--- config.mk ---
export PLATFORM = sky130hd
export DESIGN_NAME = acc_normalizer
export DESIGN_NICKNAME = d
export VERILOG_FILES = /design/src/rtl/acc_normalizer.sv
export SDC_FILE = /design/constraint.sdc
export NUM_CORES = 1
export LEC_CHECK = 0
export ABC_AREA = 1
export CORE_AREA = 2 2 94 96
export DETAILED_ROUTE_END_ITERATION = 16
export DIE_AREA = 0 0 96 98
export PLACE_DENSITY_LB_ADDON = 0.15
export SYNTH_ARGS = -nofsm -noshare
export SYNTH_HDL_FRONTEND = slang
export SYNTH_SLANG_ARGS = --single-unit
--- constraint.sdc ---
create_clock -name clk -period 10.9 [get_ports clk]
set_input_delay 1.635 -clock clk [delete_from_list [all_inputs] [get_ports clk]]
set_output_delay 1.635 -clock clk [all_outputs]
set_load 0.05 [all_outputs]
--- src/rtl/acc_normalizer.sv ---
// acc_normalizer
//   Two-stage valid/ready normalizer that sits after the accumulator adder.
//   It takes the adder's unnormalized sum and returns a normalized signed
//   mantissa with its exponent. Exponent overflow and underflow are flagged.
//
//   Stage 1 registers the sum, its redundant-sign-bit count and a zero flag.
//   Stage 2 shifts the mantissa, adjusts the exponent and registers the
//   outputs.
//
// Ports
//   clk, rst            clock; synchronous active-high reset
//   in_valid/in_ready   upstream handshake (in_ready is combinational from out_ready)
//   in_exp, in_mant     unnormalized exponent and signed mantissa (MANT_W+1 bits)
//   out_valid/out_ready downstream handshake
//   out_exp, out_mant   normalized exponent and signed mantissa (MANT_W bits)
//   out_zero            result is exact zero (also set on underflow flush)
//   out_ovf             exponent saturated at all ones
//   out_uf              result flushed to zero by exponent underflow
module acc_normalizer #(
    parameter int EXP_W  = 8,
    parameter int MANT_W = 16
) (
    input  logic              clk,
    input  logic              rst,
    input  logic              in_valid,
    output logic              in_ready,
    input  logic [EXP_W-1:0]  in_exp,
    input  logic [MANT_W:0]   in_mant,
    output logic              out_valid,
    input  logic              out_ready,
    output logic [EXP_W-1:0]  out_exp,
    output logic [MANT_W-1:0] out_mant,
    output logic              out_zero,
    output logic              out_ovf,
    output logic              out_uf
);

    localparam int SW = $clog2(MANT_W + 1);
    // Wide enough to compare the exponent against the shift amount unsigned.
    localparam int CW = ((EXP_W > SW) ? EXP_W : SW) + 1;

    // Stage 1 state
    logic              s1_valid_q;
    logic [EXP_W-1:0]  s1_exp_q;
    logic [MANT_W:0]   s1_mant_q;
    logic [SW-1:0]     s1_rsb_q;
    logic              s1_zero_q;

    // Stage 2 (output) state
    logic              s2_valid_q;
    logic [EXP_W-1:0]  out_exp_q;
    logic [MANT_W-1:0] out_mant_q;
    logic              out_zero_q;
    logic              out_ovf_q;
    logic              out_uf_q;

    logic adv1, adv2;

    assign adv2     = !s2_valid_q || out_ready;
    assign adv1     = !s1_valid_q || adv2;
    assign in_ready = adv1;

    // Count the run of bits directly below the sign bit that repeat the sign.
    logic [SW-1:0] rsb_d;
    logic          run;

    always_comb begin
        rsb_d = '0;
        run   = 1'b1;
        for (int i = MANT_W - 1; i >= 0; i--) begin
            if (run && (in_mant[i] == in_mant[MANT_W]))
                rsb_d = rsb_d + SW'(1);
            else
                run = 1'b0;
        end
    end

    // Stage 2 normalization.
    logic [SW-1:0]     sh;
    logic [MANT_W-1:0] shl;
    logic [CW-1:0]     exp_ext, sh_ext;
    logic [EXP_W-1:0]  exp_d;
    logic [MANT_W-1:0] mant_d;
    logic              zero_d, ovf_d, uf_d;

    always_comb begin
        // sh wraps when rsb is 0; that path does not use it.
        sh      = s1_rsb_q - SW'(1);
        // Only the low MANT_W bits survive the left shift, so the sign bit
        // of the wide mantissa never needs to enter the shifter.
        shl     = s1_mant_q[MANT_W-1:0] << sh;
        exp_ext = CW'(s1_exp_q);
        sh_ext  = CW'(sh);
        exp_d   = '0;
        mant_d  = '0;
        zero_d  = 1'b0;
        ovf_d   = 1'b0;
        uf_d    = 1'b0;
        if (s1_zero_q) begin
            zero_d = 1'b1;
        end else if (s1_rsb_q == '0) begin
            // Carry into the extra bit: arithmetic shift right by one.
            mant_d = s1_mant_q[MANT_W:1];
            if (&s1_exp_q) begin
                exp_d = s1_exp_q;
                ovf_d = 1'b1;
            end else begin
                exp_d = s1_exp_q + EXP_W'(1);
            end
        end else if (exp_ext < sh_ext) begin
            // Not enough exponent headroom: flush to zero.
            zero_d = 1'b1;
            uf_d   = 1'b1;
        end else begin
            mant_d = shl;
            exp_d  = s1_exp_q - EXP_W'(sh);
        end
    end

    always_ff @(posedge clk) begin
        if (rst) begin
            s1_valid_q <= 1'b0;
            s1_exp_q   <= '0;
            s1_mant_q  <= '0;
            s1_rsb_q   <= '0;
            s1_zero_q  <= 1'b0;
            s2_valid_q <= 1'b0;
            out_exp_q  <= '0;
            out_mant_q <= '0;
            out_zero_q <= 1'b0;
            out_ovf_q  <= 1'b0;
            out_uf_q   <= 1'b0;
        end else begin
            if (adv1) begin
                s1_valid_q <= in_valid;
                if (in_valid) begin
                    s1_exp_q  <= in_exp;
                    s1_mant_q <= in_mant;
                    s1_rsb_q  <= rsb_d;
                    s1_zero_q <= (in_mant == '0);
                end
            end
            if (adv2) begin
                s2_valid_q <= s1_valid_q;
                if (s1_valid_q) begin
                    out_exp_q  <= exp_d;
                    out_mant_q <= mant_d;
                    out_zero_q <= zero_d;
                    out_ovf_q  <= ovf_d;
                    out_uf_q   <= uf_d;
                end
            end
        end
    end

    assign out_valid = s2_valid_q;
    assign out_exp   = out_exp_q;
    assign out_mant  = out_mant_q;
    assign out_zero  = out_zero_q;
    assign out_ovf   = out_ovf_q;
    assign out_uf    = out_uf_q;

endmodule

==> results of run 1 <==
[routing by layer]
layer	vias to the layer above	GRT usage	part of all wire
li1	2657	-	-
met1	2381	0.355	0.44
met2	146	0.460	0.49
met3	16	0.0309	0.046
met4	0	0.0989	0.016
met5	-	0	0
[final timing paths]
check                              to  slack, ns  cells after the start
min reg2reg       out_uf$_SDFFE_PP0P_       0.46                      2
max reg2reg  out_mant[1]$_SDFFE_PP0P_       6.14                     17
min               out_uf$_SDFFE_PP0P_       0.46                      2
max          s1_rsb_q[4]$_SDFFE_PP0P_       2.57                     44
[synth_stat cells (all sizes together)]
cell type / instances
o22ai: 1
a221o: 2
nand2: 184
ha: 20
nor2: 75
xnor2: 3
o21bai: 1
and2: 1
inv: 109
mux2i: 4
nor4: 2
clkinv: 2
nor3b: 1
nor3: 7
a22oi: 9
nand3: 60
dfxtp: 60
o2111ai: 5
o211ai: 9
o21ai: 86
a32oi: 3
a211oi: 3
clkbuf: 28
nand4: 17
nand3b: 1
a31oi: 7
fa: 1
o311ai: 3
buf: 2
xor2: 6
a21oi: 55
or2: 5
a31o: 1
[state kept, by name (all words and copies together), names as in the netlist, 5 cells and up]
register,flops
s1_rsb_q,5
s1_exp_q,8
out_mant,16
out_exp,8
s1_mant_q,17
[cell families after synthesis]
| kind of cell | synth area share |
|---|---|
| multiplexers | 0.00814 |
| AO/OA/AOI/OAI | 0.214 |
| adder cells (fa/ha/maj) | 0.0550 |
| XOR/XNOR | 0.0160 |
| flip-flops | 0.244 |
| buffers and inverters | 0.110 |
| AND/OR/NAND/NOR | 0.353 |
[cell type report]
cell class	count	area (um2)	area share
clock buffers	12	165	0.0286
well taps	108	135	0.0234
multi-input cells	572	3180	0.551
clock inverters	4	70.1	0.0122
inverters	111	418	0.0725
repair buffers	61	601	0.104
flip-flops and latches	60	1200	0.208
[power by group]
group          internal (mW)  total (mW)  switching (mW)  leakage [nW]
clock network          0.147       0.231          0.0848         0.122
logic                 0.0636       0.187           0.123          2.02
registers              0.233       0.244          0.0115         0.493
[per-stage QoR]
step / worst slack [ns] / instances / hold slack [ns] / instance area [um2]
3_3_place_gp: 2.60 / 912 / 0.452 / 5530
5_1_grt: 1.73 / 928 / 0.488 / 5770
3_5_place_dp: 2.22 / 912 / 0.455 / 5530
4_1_cts: 2.58 / 928 / 0.465 / 5770
6_report: 2.57 / 928 / 0.465 / 5770
2_1_floorplan: 3.96 / 773 / 0.445 / 4920
[worst reg2reg max path, delay by kind of cell (launching register included)]
| kind | cells | cell delay (ns) |
|---|---|---|
| buf+inv | 5 | 1.21 |
| flops | 1 | 0.81 |
| fa+ha+maj | 2 | 1.29 |
| simple gates | 8 | 1.15 |
| compound gates | 2 | 0.23 |
==> key figures, run 1 <==
Placed design
  – Detailed Place HPWL: ~10000 um
  – GPL Wtd Cong: about 0.93
  – I/O Buffers: 57

Global routing
  – Initial antenna violation count: 0
  – Grt ovf: 0
  – Global Route Usage Sum: 0.273
  – First-pass GRT wire length: approximately 21000 um
  – Number of global-route vias before repair: about 4.7k
  – Largest net degree at the start of global routing: 40

Die
  – # rows: 34
  – Die Width: around 96 um
  – Die area: between 9000 and 10000 um2
  – Num ports: 58
  – Initial Util: 0.581
  – Chip Height: around 98 um
  – Core area: 8470 um2

Critical path
  – Crit path DAT: around 8.6 ns
  – Top Family by Delay on Critical Path: simple AND/OR/NAND/NOR gates
  – CP peak stage delay: approximately 0.97 ns
  – Slowest CP cell: clkdlybuf4s50_1
  – CP Capture Type: flop
  – FF-to-FF Start: s1_rsb_q[0]$_SDFFE_PP0P_
  – CP Max Fanout: 21
  – CP Launch Point: in_mant[16]
  – CP bufs+invs: 10
  – Crit path required time: about 11 ns
  – Critical path class: primary input to flop
  – Crit path launch type: primary input

Job
  – Max-cap violation count: 0

Synth
  – Area of the mapped netlist: between 4000 and 5000 um2
  – Post-synthesis register bit count: 60
  – Synth area leader: dfxtp_1
  – Syn_nets: between 800 and 900
  – Mapped Cells: slightly below 800
  – Mean Syn Cell Area: 6.36 um2
  – Yosys warns: 0
  – Synth area leaders: dfxtp_1 (24%), nand2_1 (12%), o21ai_0 (8.8%)
  – Sequential area share after synthesis: 0.244
  – Synth top area share: 0.244
  – Netlist cell types: 45

Timing
  – RSZ-0062 raised after global routing: no
  – Slew Limit Fails: 0
  – Hold Vio Cnt, Final: 0
  – Final Skew: just over 0.006 ns
  – Slew HR: 0.328
  – Min cycle time layout: 8.33 ns
  – Tcrit/Tclk final: 0.764
  – Final setup vio count: 0
  – Worst Max-Slew Pin Slew: ~1.0 ns
  – F_max: around 0.12 GHz
  – Fin Setup TNS: 0 ns

Pwr
  – Leakage: 2.64 nW
  – Worst vdd ir: roughly 0.049 mV
  – Total power: between 600 and 700 uW
  – Pwr/cell area: ~110 nW/um2

Status
  – Run status: completed

Route
  – DRC: 0
  – Number of detailed-route iterations in the first pass: 6
  – DR iter-0 viols: 265
  – Routed WL per cell: ~13 um
  – Vias per std cell: between 5 and 6
  – ANT nets after route: 0
  – Wirelength, routed: 12300 um
  – Routed vias: 5200

Clock network
  – Reg clk slew, reported paths: 0.07 ns
  – TritonCTS buffer count: 9
  – Clock tree buffer depth: 2
  – Clock Latency Late Sink: 0.35 ns
  – CTS resizes: 0
  – TritonCTS clock tree: built
  – Number of setup buffers added after CTS: 0
  – H-tree depth: 3
  – Root Driver: clkbuf_8
  – CTS Hold Buffers Added: 0
  – Clk sinks: 60

Hold path
  – Worst hold-check path type: flop to flop
  – Worst hold start: out_uf$_SDFFE_PP0P_

Final layout
  – Fillers: between 700 and 800
  – Commonest non-fill, non-tap cell in the layout: nand2_1
  – Share of cells above drive strength 1: 0.106
  – Net count reported at finish: ~870
  – ANT cells: 0
  – Final core utilization: 0.681
  – Layout area overhead: 17.3%
  – Most frequent cells in the layout: nand2_1 (156), inv_1 (99), o21ai_0 (86)
Note: power is estimated with default switching activity, not from simulation.
==> run 2: changes to the inputs <==
Settings changed: CORE_AREA 2 2 94 96 to 2 2 96 98, DIE_AREA 0 0 96 98 to 0 0 98 100.
Clock period 10.9 ns to 8.6 ns, I/O delays scaled along.
==> run 2 against run 1 <==
Against the previous run: first-iteration DRC count fell by 38%; hold slack got worse by 0.00064 ns; flip-flop and latch count unchanged; highest routed layer unchanged; critical path type unchanged; count of clock-buffer cells in the layout is 1 higher; core utilization decreased by 3.9 points; sequential power up 27%; largest power group unchanged; clock power fell by 4%; clock skew shrank 0.00065 ns; routed wire length up 1.5%; combinational power increased by 27%.
==> key figures, run 2 (synthesized netlist as in run 1, its figures left out) <==
Timing
  – Final setup vio count: 0
  – Hold Slack: 0.464 ns
  – Slew HR: 0.366
  – F_max: roughly 0.13 GHz
  – Fin Setup TNS: 0 ns
  – Hold Vio Cnt, Final: 0
  – Min cycle time layout: between 7 and 8 ns
  – Slew Limit Fails: 0
  – Worst Max-Slew Pin Slew: around 0.95 ns
  – Tcrit/Tclk final: 0.881
  – Final Skew: 0.00558 ns
  – RSZ-0062 raised after global routing: no

Final layout
  – Most frequent cells in the layout: nand2_1 (156), inv_1 (99), o21ai_0 (86)
  – Commonest non-fill, non-tap cell in the layout: nand2_1
  – Net count reported at finish: approximately 870
  – Largest register FFs: 17
  – Biggest register: s1_mant_q
  – ANT cells: 0
  – Layout area overhead: 16.2%
  – Share of cells above drive strength 1: 0.104

Critical path
  – Crit path required time: about 9 ns
  – CP Launch Point: in_mant[16]
  – Crit path DAT: between 7 and 8 ns
  – Slowest CP cell: clkdlybuf4s50_1
  – CP peak stage delay: 0.70 ns
  – FF-to-FF Start: s1_rsb_q[0]$_SDFFE_PP0P_
  – CP Capture Type: flop
  – CP Max Fanout: 10
  – Crit path top cell by count: inv_1
  – Critical path class: primary input to flop
  – Crit path launch type: primary input

Hold path
  – Worst hold start: out_exp[6]$_SDFFE_PP0P_
  – Worst hold-check path type: flop to flop

Global routing
  – Number of global-route vias before repair: roughly 4.8k
  – First-pass GRT wire length: 21300 um
  – Grt ovf: 0
  – Initial antenna violation count: 0
  – Global Route Usage Sum: 0.259
  – Largest net degree at the start of global routing: 40

Pwr
  – Pint: 494 uW
  – Leakage: between 2 and 3 nW
  – Clock share of power: 0.287
  – Reg power frac: 0.403
  – Switching power summed over all nets: 274 uW
  – Worst vdd ir: 0.0634 mV
  – Gate power share: 0.310
  – Pwr/cell area: between 100 and 150 nW/um2
  – Switch share: 0.357
  – Total power: about 770 uW

Placed design
  – Detailed Place HPWL: 9920 um
  – I/O Buffers: between 50 and 60
  – GPL Wtd Cong: roughly 0.94

Route
  – Routed WL per cell: 13.4 um
  – Wirelength, routed: roughly 12000 um
  – DRC: 0
  – ANT nets after route: 0
  – DR iter-0 viols: 165
  – Vias per std cell: roughly 5.5
  – Number of detailed-route iterations in the first pass: 5
  – Routed vias: between 5k and 6k

Clock network
  – Root Driver: clkbuf_8
  – Number of setup buffers added after CTS: 0
  – Reg clk slew, reported paths: roughly 0.060 ns
  – CTS resizes: 0
  – Clk sinks: 60
  – H-tree depth: 3
  – CTS Hold Buffers Added: 0
  – TritonCTS clock tree: built
  – TritonCTS buffer count: 9
  – Clock Latency Late Sink: 0.34 ns
  – Clock tree buffer depth: 2

Die
  – Die area: between 9000 and 10000 um2
  – Chip Height: about 100 um
  – Initial Util: 0.553
  – Die Width: roughly 100 um
  – # rows: 35
  – Core area: 8890 um2
  – Num ports: 58

Job
  – Max-cap violation count: 0

Status
  – Run status: completed
run 2: cell count changes in the layout (fill, tap and decap cells not counted), sizes merged:
cell | before | now
bufinv | 2 | 0
buf | 4 | 5
clkbuf | 12 | 13
run 2: metal layers:
layer  wire [um]  track usage  share of wire  vias to the layer above
li1            -            -              -                     2660
met1        5510        0.323           0.44                     2339
met2        6070        0.469           0.49                      123
met3         709       0.0292          0.057                       16
met4         179       0.0844          0.014                        0
met5           0            0              0                        -
run 2: power by group through the flow:
stage | Combinational [mW] | Sequential (mW) | Clock, mW
finish | 0.238 | 0.309 | 0.221
global route | 0.266 | 0.311 | 0.237
CTS | 0.237 | 0.309 | 0.223
detailed placement | 0.236 | 0.315 | 0
global placement | 0.230 | 0.314 | 0
floorplan | 0.148 | 0.332 | 0
run 2: cell type report:
cell class	count	area (um2)
tap	111	139
sequential	60	1200
clock buffer	13	159
fill	855	3180
multi-input combinational	572	3180
timing repair buffer	62	608
inverter	111	418
clock inverter	2	10.0
run 2: worst max-delay path: cells and delay by family:
family          cells  cell delay [ns]
simple gates       20             2.21
fa+ha+maj           8             2.15
buf+inv            11             1.41
compound gates      6             0.74
run 2: path summary, 6_finish.rpt:
path	to	slack, ns	cells past startpoint
setup / recovery	s1_rsb_q[4]$_SDFFE_PP0P_	1.03	45
hold / removal	out_exp[6]$_SDFFE_PP0P_	0.46	2
setup reg to reg	out_mant[1]$_SDFFE_PP0P_	3.82	17
hold reg to reg	out_exp[6]$_SDFFE_PP0P_	0.46	2
run 2: through the flow:
step	utilization	setup slack, ns	instances	area [um2]
after floorplan	-	2.01	773	4920
after global placement	0.623	1.00	916	5540
after detailed placement	0.623	0.720	916	5540
after CTS	0.642	1.05	931	5710
after global routing	0.642	0.294	931	5710
final	0.642	1.03	931	5710
==> RTL edit 1 (config.mk and constraints of run 2) <==
Change the parameter `MANT_W` from 16 to 8.
--- a/src/rtl/acc_normalizer.sv
+++ b/src/rtl/acc_normalizer.sv
@@ -19,5 +19,5 @@
 module acc_normalizer #(
     parameter int EXP_W  = 8,
-    parameter int MANT_W = 16
+    parameter int MANT_W = 8
 ) (
     input  logic              clk,
Ports: changed (resized in_mant and out_mant); port bits go from 58 to 42. No check against the original RTL was run, so the function may have changed too.
==> RTL edit 1 against run 2 <==
Sequential cell count down 17. Synthesized area decreased by 43%. Wire length down 44%. Sequential share of layout area rose by 4.3 points. Clock skew up 0.0018 ns. Die area stayed put. Cell area is 40% lower. Combinational power fell by 32%. Sequential power fell by 28%. Total power shrank 25%. First-iteration DRC count shrank 58%. Setup slack improved by 2.7 ns. Largest cell class unchanged. Highest routed layer unchanged.
==> RTL edit 1: results (changes against run 2) <==
Synth:
- The average footprint of a synthesized cell is 6.68 sq um (+5.0%).
- The sequential share of the synthesized area is 0.309 (+0.0642).
- The share of the synthesized area in compound gates (AO/OA/AOI/OAI) is 0.218 (+0.00408).
- The proportion of synthesized area in mux cells came to 0 (-0.00814).
- The number of distinct library cells after synthesis is 40 (-11%).

GRT:
- The wire length of the first global-routing pass was 12200 um (-43%).
- The pin count of the biggest net entering global routing came to 34 (-15%).
- The met2 capacity usage during global routing is 0.259 (-0.210).
- The met1 demand-to-capacity share in global routing came to 0.194 (-0.129).
- The met3 usage is 0.0195 (-0.00975).
- The via count of the first global-routing pass was 2587 (-46%).
- The global-route usage over all layers was 0.149 (-0.111).

Pwr:
- The overall power is 0.574 mW (-25%).
- The maximum resistive drop on vdd is 0.0652 mV (+2.8%).
- The power drawn by the clock network is 0.187 mW (-15%).
- The combinational cell power is 0.162 mW (-32%).
- The standby leakage power came to 1.41 nW (-46%).
- The internal power component is 0.385 mW (-22%).

Clock tree:
- The total clock buffers created by CTS came to 5 (-4).
- The clock network latency to the later pin of the worst-skew pair came to 0.30 ns (-0.04 ns).
- The clock transition time at the flip-flop clock pins of the worst setup and hold paths is 0.09 ns (+0.03 ns).
- The number of H-tree levels is 2 (-1).

Cells and area:
- The number of buffers outside the clock class in the layout is 42 (-32%).
- The area used by sequential logic in the layout came to 861 sq um (-28%).
- The count of multi-input gates was 307 (-46%).
- The flip-flop count of the largest register after layout is 9 (-8).
- The clock network contribution to total cell area is 0.0401 (+0.0105).
- The non-clock buffering overhead in the final layout is 0.123 (+0.0163).
- The ratio of cells with drive above 1 in the final layout is 0.0578 (-0.0459).
- The inverter count of the layout excluding clock inverters came to 50 (-55%).
- The count of sequential standard cells is 43 (-28%).

Drt:
- The starting DRC count in detailed routing was 69 (-58%).
- The post-route met1 wirelength is 3430 um (-38%).
- The routed via count is 2706 (-47%).
- The routed wire length is 6940 um (-44%).

Setup path:
- The maximum fanout along the worst path is 12 (+2).
- The data arrival at the endpoint of the critical path is 4.98 ns (-2.84 ns).
- The top cell family by delay on the critical path is adder cells.

Placed design:
- The total of buffers placed on input and output ports is 41 (-28%).
- The weighted congestion reported at the end of routability-driven placement came to 0.859 (-8.5%).
- The cell area reported after detailed placement is 3270 sq um (-41%).
- The post-detailed-placement half-perimeter wirelength is 5390 um (-46%).
- The post-placement cell count is 553 (-40%).

Status:
- The run finished with clean final reports.

Timing:
- The final clock skew was 0.00735 ns (+0.00177 ns).
- The max-slew headroom at the worst pin is 0.280 (-0.0857).
RTL edit 1: changes by cell type after synthesis, sizes merged, moves of 14 or more:
cell and delta:
nand2 -91, clkbuf -14, inv -63, o21ai -43, nand3 -32, dfxtp -17, nor2 -34
RTL edit 1: worst paths after layout:
kind                    start     endpoint  slack, ns  depth (start not counted)
setup / recovery   in_mant[8]  s1_rsb_q[1]       3.76                         25
setup reg to reg  s1_rsb_q[0]   out_exp[7]       4.81                         14
hold reg to reg    out_exp[1]   out_exp[1]       0.47                          2
hold / removal     out_exp[1]   out_exp[1]       0.47                          2
RTL edit 1: kinds of logic (layout without fill, tap and decap cells):
group | Yosys count | in the layout
AO/OA/AOI/OAI | 110 | 110
XOR/XNOR | 10 | 10
adder cells (fa/ha/maj) | 12 | 12
buffers and inverters | 68 | 100
flip-flops | 43 | 43
AND/OR/NAND/NOR | 175 | 175
==> RTL edit 2 (flow settings as in run 2) <==
Made on the original files. Put one more register stage on the output `out_ovf`. The value now appears one clock later. The other outputs are not delayed to match.
--- a/src/rtl/acc_normalizer.sv
+++ b/src/rtl/acc_normalizer.sv
@@ -158,5 +158,7 @@
     assign out_mant  = out_mant_q;
     assign out_zero  = out_zero_q;
-    assign out_ovf   = out_ovf_q;
+    always_ff @(posedge clk) begin
+        out_ovf <= out_ovf_q;
+    end
     assign out_uf    = out_uf_q;
 
Function: changed (a bounded check fails within 4 cycles, from zero or initial values and one cycle with rst high).
==> RTL edit 2 against run 2 <==
Hold slack worse by 0.11 ns. Setup slack worse by 0.094 ns. Total power is 0.58% higher. Sequential cell count is 1 higher. Wire length is 2.1% higher. Cell area is 0.28% higher. Sequential share of layout area is 0.29 points higher. Synthesized area is 0.41% higher. Fmax is 1.2% lower. Critical endpoint unchanged. Highest routed layer unchanged.
==> RTL edit 2: results (changes against run 2) <==
Worst hold path:
- The origin of the worst min-delay path is out_ovf_q.
- The path with the worst hold slack has its endpoint at out_ovf.

Pwr:
- The maximum resistive drop on vdd is 0.0582 mV (-8.2%).
- The standby leakage power is 2.61 nW (+0.26%).

Cells and area:
- The total of fill cells in the finished design came to 847 (-0.94%).
- The design area was 5730 sq um (+0.28%).
- The register fraction of the total cell area is 0.213 (+0.00290).
- The clock network contribution to total cell area came to 0.0288 (-0.000739).

Drt:
- The detail-routed net length per standard cell is 13.7 um (+2.1%).
- The vias per cell is 5.59 (+1.3%).
- The starting DRC count in detailed routing is 240 (+45%).

GRT:
- The pin count of the biggest net entering global routing came to 41 (+2.5%).
- The via count of the first global-routing pass was 4833 (+1.3%).
- The global-route usage over all layers was 0.261 (+0.00166).
- The wire length of the first global-routing pass is 21600 um (+1.1%).

Timing:
- The slew at the pin closest to its max-slew limit is 0.989 ns (+0.0396 ns).
- The final clock skew is 0.00724 ns (+0.00166 ns).
- The smallest setup slack after layout is 0.932 ns (-0.0940 ns).
- The worst slack on hold paths came to 0.351 ns (-0.113 ns).

Synth:
- The gate count of the mapped netlist is 774 (+0.13%).
- The net count after synthesis is 824 (+0.12%).
- The share of the synthesized area in compound gates (AO/OA/AOI/OAI) is 0.213 (-0.000869).
- By count the netlist is led by sky130_fd_sc_hd__nand2_1 (156), sky130_fd_sc_hd__inv_1 (99), sky130_fd_sc_hd__o21ai_0 (86).
- The parity-gate share of the synthesized area counting xor and xnor cells was 0.0160 (-0.0000650).
- The post-synthesis adder-cell area fraction is 0.0548 (-0.000223).
- The synthesis-stage register bit count was 61 (+1.7%).
- The proportion of synthesized area in mux cells is 0.00811 (-0.0000330).

Setup path:
- In this run the critical register-to-register path is captured at out_mant[2].

Placed design:
- The post-placement cell count is 917 (+0.11%).
- The post-detailed-placement half-perimeter wirelength came to 9990 um (+0.73%).
- The cell area reported after detailed placement is 5560 sq um (+0.36%).
- The weighted congestion reported at the end of routability-driven placement is 0.910 (-3.1%).
- The setup slack after placement is 0.634 ns (-0.0859 ns).

Clock tree:
- The clock transition time at the flip-flop clock pins of the worst setup and hold paths is 0.06 ns (about the same).

Status:
- The flow ran to the end, and the final reports show no timing, DRC or antenna violations.
-- RTL edit 2: changes by cell type in the layout (fill, tap and decap cells not counted), sizes merged --
| cell | before | now |
|---|---|---|
| dfxtp | 60 | 61 |
| clkbuf | 13 | 12 |
-- RTL edit 2: report_power, final --
part / total [mW] / leakage (nW) / internal, mW / switching, mW
combinational: 0.240 / 2.02 / 0.0812 / 0.159
sequential: 0.314 / 0.501 / 0.300 / 0.0145
clock: 0.219 / 0.0881 / 0.116 / 0.102
total: 0.773 / 2.61 / 0.497 / 0.276
-- RTL edit 2: critical path: cells and delay by family --
| kind | cells | cell delay (ns) |
|---|---|---|
| and+or+nand+nor | 20 | 2.24 |
| buffers and inverters | 10 | 1.37 |
| adders and majority gates | 8 | 2.14 |
| AOI/OAI and AO/OA | 6 | 0.86 |
-- RTL edit 2: per-layer routing --
layer	track usage	routed length, um
met1	0.326	5550
met3	0.0237	662
met5	0	0
met2	0.467	6280
met4	0.100	242
